--- config.mk ---
export PLATFORM = sky130hd
export DESIGN_NAME = ddr_burst_master
export DESIGN_NICKNAME = d
export VERILOG_FILES = /design/src/rtl/ddr_burst_master.sv
export SDC_FILE = /design/constraint.sdc
export NUM_CORES = 2
export LEC_CHECK = 0
export CAP_MARGIN = 40
export CORE_MARGIN = 2
export CORE_UTILIZATION = 43
export DETAILED_ROUTE_END_ITERATION = 16
export DONT_BUFFER_PORTS = 1
export PLACE_DENSITY = 0.65
export SETUP_SLACK_MARGIN = 0.3
export SLEW_MARGIN = 20
export SYNTH_ARGS = -nofsm -noshare
export SYNTH_HDL_FRONTEND = slang
export SYNTH_SLANG_ARGS = --single-unit
--- constraint.sdc ---
create_clock -name clk -period 36.4 [get_ports clk]
set_input_delay 10.92 -clock clk [delete_from_list [all_inputs] [get_ports clk]]
set_output_delay 10.92 -clock clk [all_outputs]
set_load 0.01 [all_outputs]
--- src/rtl/ddr_burst_master.sv ---
// Host-side DDR burst master: accepts single read/write commands, stages write data in an
// FWFT FIFO, issues one burst request to the DDR controller and reports completion.
module ddr_burst_master #(
    parameter int DDR_DATA_WIDTH = 128,
    parameter int DDR_ADDR_WIDTH = 28,
    parameter int WR_FIFO_DEPTH  = 16
) (
    input  logic                              clk,
    input  logic                              rst,
    input  logic                              calib_done,
    input  logic                              cmd_valid,
    output logic                              cmd_ready,
    input  logic                              cmd_write,
    input  logic [DDR_ADDR_WIDTH-1:0]         cmd_addr,
    input  logic [9:0]                        cmd_len,
    input  logic                              wr_push,
    input  logic [DDR_DATA_WIDTH-1:0]         wr_din,
    output logic                              wr_full,
    output logic [$clog2(WR_FIFO_DEPTH):0]    wr_count,
    output logic [DDR_DATA_WIDTH-1:0]         rd_dout,
    output logic                              rd_dout_valid,
    output logic                              cmd_done,
    output logic                              err_ovf,
    output logic                              err_unf,
    output logic                              err_len,
    output logic                              rd_burst_req,
    output logic                              wr_burst_req,
    output logic [9:0]                        rd_burst_len,
    output logic [9:0]                        wr_burst_len,
    output logic [DDR_ADDR_WIDTH-1:0]         rd_burst_addr,
    output logic [DDR_ADDR_WIDTH-1:0]         wr_burst_addr,
    input  logic                              wr_burst_data_req,
    output logic [DDR_DATA_WIDTH-1:0]         wr_burst_data,
    input  logic                              rd_burst_data_valid,
    input  logic [DDR_DATA_WIDTH-1:0]         rd_burst_data,
    input  logic                              rd_burst_finish,
    input  logic                              wr_burst_finish
);

    localparam int PW = $clog2(WR_FIFO_DEPTH);
    localparam int CW = PW + 1;
    localparam logic [9:0] LEN_MAX = 10'(WR_FIFO_DEPTH);

    localparam logic [2:0] IDLE    = 3'd0;
    localparam logic [2:0] RD_REQ  = 3'd1;
    localparam logic [2:0] RD_RUN  = 3'd2;
    localparam logic [2:0] WR_FILL = 3'd3;
    localparam logic [2:0] WR_REQ  = 3'd4;
    localparam logic [2:0] WR_RUN  = 3'd5;
    localparam logic [2:0] DONE    = 3'd6;

    logic [2:0]                state;
    logic [DDR_ADDR_WIDTH-1:0] addr_q;
    logic [9:0]                len_q;
    logic                      len_illegal;
    logic                      fill_ready;

    logic [DDR_DATA_WIDTH-1:0] mem [WR_FIFO_DEPTH];
    logic [PW-1:0]             wr_ptr;
    logic [PW-1:0]             rd_ptr;
    logic                      fifo_empty;
    logic                      pop;
    logic                      push_ok;

    assign cmd_ready   = (state == IDLE) && calib_done && !rst;
    assign len_illegal = (cmd_len == 10'd0) || (cmd_write && (cmd_len > LEN_MAX));
    assign fill_ready  = ({{(10-CW){1'b0}}, wr_count} >= len_q);

    assign rd_burst_req  = (state == RD_REQ);
    assign wr_burst_req  = (state == WR_REQ);
    assign cmd_done      = (state == DONE);
    assign rd_burst_addr = addr_q;
    assign wr_burst_addr = addr_q;
    assign rd_burst_len  = len_q;
    assign wr_burst_len  = len_q;

    // Command FSM; calib_done only gates acceptance, so a drop mid-command is ignored.
    always_ff @(posedge clk) begin
        if (rst) begin
            state   <= IDLE;
            addr_q  <= '0;
            len_q   <= '0;
            err_len <= 1'b0;
        end else begin
            case (state)
                IDLE: begin
                    if (cmd_valid && cmd_ready) begin
                        addr_q <= cmd_addr;
                        len_q  <= cmd_len;
                        if (len_illegal) begin
                            err_len <= 1'b1;
                            state   <= DONE;
                        end else begin
                            state <= cmd_write ? WR_FILL : RD_REQ;
                        end
                    end
                end
                RD_REQ:  state <= RD_RUN;
                RD_RUN:  if (rd_burst_finish) state <= DONE;
                WR_FILL: if (fill_ready) state <= WR_REQ;
                WR_REQ:  state <= WR_RUN;
                WR_RUN:  if (wr_burst_finish) state <= DONE;
                DONE:    state <= IDLE;
                default: state <= IDLE;
            endcase
        end
    end

    always_ff @(posedge clk) begin
        if (rst) begin
            rd_dout       <= '0;
            rd_dout_valid <= 1'b0;
        end else begin
            rd_dout       <= rd_burst_data;
            rd_dout_valid <= rd_burst_data_valid;
        end
    end

    // A full FIFO still accepts a push when the controller pops in the same cycle.
    assign fifo_empty    = (wr_count == '0);
    assign wr_full       = (wr_count == CW'(WR_FIFO_DEPTH));
    assign pop           = wr_burst_data_req && !fifo_empty;
    assign push_ok       = wr_push && (!wr_full || pop);
    assign wr_burst_data = fifo_empty ? '0 : mem[rd_ptr];

    always_ff @(posedge clk) begin
        if (push_ok) begin
            mem[wr_ptr] <= wr_din;
        end
    end

    always_ff @(posedge clk) begin
        if (rst) begin
            wr_ptr   <= '0;
            rd_ptr   <= '0;
            wr_count <= '0;
            err_ovf  <= 1'b0;
            err_unf  <= 1'b0;
        end else begin
            if (push_ok) begin
                wr_ptr <= wr_ptr + 1'b1;
            end
            if (pop) begin
                rd_ptr <= rd_ptr + 1'b1;
            end
            case ({push_ok, pop})
                2'b10:   wr_count <= wr_count + 1'b1;
                2'b01:   wr_count <= wr_count - 1'b1;
                default: wr_count <= wr_count;
            endcase
            if (wr_push && !push_ok) begin
                err_ovf <= 1'b1;
            end
            if (wr_burst_data_req && fifo_empty) begin
                err_unf <= 1'b1;
            end
        end
    end

endmodule

==> results.cfg <==
[outcome]
outcome = finished clean

[cts]
cts_tree = built
clkSinkCount = 2238
cts_setup_buffers = 0
cts_resized = 0
clk_pin_slew_worst_paths_ps = 60
cts_root_buffer = clkbuf_16
clk_latency_ps = 870
cts_hold_buf = 0
numCtsBuffers = 224
cts_buffer_depth = 3
htreeDepth = 4

[yosys]
yosysUniqueCellTypes = 46
syn-num-nets = 3947
synthArstFlopShare = 0
ys_warn_count = 0
synth_cells = 3629
synth_seq_cells = 2238
synth_edf_count = 2048
netlist_area_um2 = 84300
synth-seq-area-share = 0.775
syn_area_per_cell_um2 = 23.2
ys.flop_type = edfxtp_1

[finish]
final_util = 0.489
drive_above_1_share = 0.276
fin_nets = 4035
syn_to_final_growth_pct = 13.0
stdcell_count = 6576

[sta]
fin_crit_sh = 0.618
slew_headroom = 0.263
slew_violations = 0
rsz0062_at_grt = no
fmax_mhz = 44.5
layout_min_cycle_time_ps = 22480
fin_hold_ws_ps = 512
timing.final.hold_violations = 0
setup_viol = 0
tightest_slew_ps = 1110
fin_setup_tns_ps = 0
finalClockSkew_ps = 62.7

[global_routing]
grt_pass1_vias = 38200
overflow = 0
grt_max_degree = 190
antenna_found_initial = 29
grt.total_usage = 0.208
grt_first_pass_wirelength_um = 290000

[hold_path]
hold_class = reg2reg

[job]
cap_violations = 0

[floorplan]
ioPinCount = 650
initial_core_util = 0.433
die_x_um = 447
core_area_um2 = 195000
rows = 162
die_area_um2 = 199000
die_y_um = 447

[pwr]
p_leak_nw = 28.9
p_total_w = 0.00612
power_density_nw_per_um2 = 64.3
ir_drop_v = 0.0000563

[drt]
postRouteAntennaNets = 0
post_drt_wl_per_cell_um = 31.8
drtIter0Drc = 3906
routed-via-count = 37300
route.detailed.drc = 0
via_per_inst = 5.67
wl_um = 209000
first_pass_iters = 5

[critical_path]
crit_slowest_cell = nor3_1
path_buf_inv = 0
end_kind = output pin
crit_type = in2out
start_kind = input port
cp.required_ps = 25480
arrival_ps = 11560
critPathMaxFanout = 189
path_cells = nor3_1 > and3_1
crit_family = simple AND/OR/NAND/NOR gates
max_stage_delay_ps = 270

[placed_design]
gp_congestion = 0.784
port_buffers = 0
dp_hpwl_um = 111000
place_inst = 6111
kinds of logic (layout without fill, tap and decap cells):
group,after synthesis,in the layout,synth area share
adders and majority gates,14,14,0.00217
xor gates and xnor gates,9,9,0.000935
muxes,643,643,0.171
AOI/OAI and AO/OA,71,71,0.00503
DFF,2238,2238,0.775
other,0,41,0
and+or+nand+nor,408,408,0.0279
buffers and inverters,246,528,0.0175
where the power goes:
| part | leakage [nW] | internal (W) | total (W) | switching [W] |
|---|---|---|---|---|
| clock network | 3.60 | 0.00132 | 0.00230 | 0.000979 |
| logic | 5.19 | 0.000382 | 0.000885 | 0.000502 |
| registers | 20.1 | 0.00287 | 0.00293 | 0.0000621 |
| total | 28.9 | 0.00457 | 0.00612 | 0.00154 |
per-layer routing:
layer  wire length (um)  global-route usage  vias to the layer above  part of all wire
met5                 68                   0                        -           0.00032
met4               7720              0.0762                       10             0.037
met3              13700              0.0430                      347             0.066
met2             109000               0.364                     1398              0.52
met1              78500               0.254                    20300              0.37
li1                   -                   -                    15300                 -
layout by cell type, fill, tap and decap left out, drive strengths merged, types with 12 or more instances in the layout:
master / Yosys / final
a21oi: 12 / 12
and2: 129 / 129
buf: 117 / 91
bufinv: 0 / 23
clkbuf: 112 / 281
clkinv: 0 / 97
dfxtp: 190 / 190
diode: 0 / 41
edfxtp: 2048 / 2048
ha: 13 / 13
inv: 17 / 27
mux4: 640 / 640
nand2: 55 / 55
nand2b: 37 / 37
nor2: 33 / 33
nor2b: 131 / 131
o21ai: 36 / 36
metrics by stage:
step / setup WS (ps) / cell area, um2
after floorplan: 14040 / 84300
after global placement: 14020 / 86900
after detailed placement: 14010 / 87600
after CTS: 14010 / 95000
after global routing: 13870 / 95200
final: 13920 / 95200
final timing paths:
kind          startpoint         end  slack, ps  cells past startpoint
max                  rst   cmd_ready      13920                      2
min            rd_ptr[1]   rd_ptr[1]        510                      2
max reg2reg  wr_count[2]  mem[6][97]      32830                      7
min reg2reg    rd_ptr[1]   rd_ptr[1]        510                      2
cell type report:
cell class              count  area [um2]
clock buffers             281        5930
flip-flops and latches   2238       65300
well taps                2624        3280
fillers                 15300       99600
repair buffers             91        1380
inverters                  17        63.8
clock inverters           139        1500
diodes                     41         103
multi-input cells        1145       17600
sequential cells by signal (all words and copies together) (netlist names), named ones only:
signal and count:
err_ovf 1, wr_count 5, rd_ptr 4, err_unf 1, state 3, mem 2048
rd_dout_valid 1, wr_ptr 4, rd_burst_addr 28, err_len 1, rd_burst_len 10, rd_dout 128
Yosys cell counts (5+ instances only):
cell | number | area [um2]
nand2_1 | 55 | 206
nor2b_1 | 131 | 820
xnor2_1 | 5 | 43.8
o21ai_0 | 36 | 180
nor3_1 | 6 | 30.0
buf_4 | 38 | 285
nor2_1 | 33 | 124
dfxtp_1 | 190 | 3800
edfxtp_1 | 2048 | 61500
ha_1 | 13 | 163
a21oi_1 | 12 | 60.1
and2_1 | 129 | 807
clkbuf_1 | 112 | 420
nand2b_1 | 37 | 231
buf_2 | 7 | 35.0
buf_6 | 53 | 597
buf_1 | 19 | 71.3
mux4_2 | 640 | 14400
inv_1 | 17 | 63.8
(Power assumes the default switching activity.)
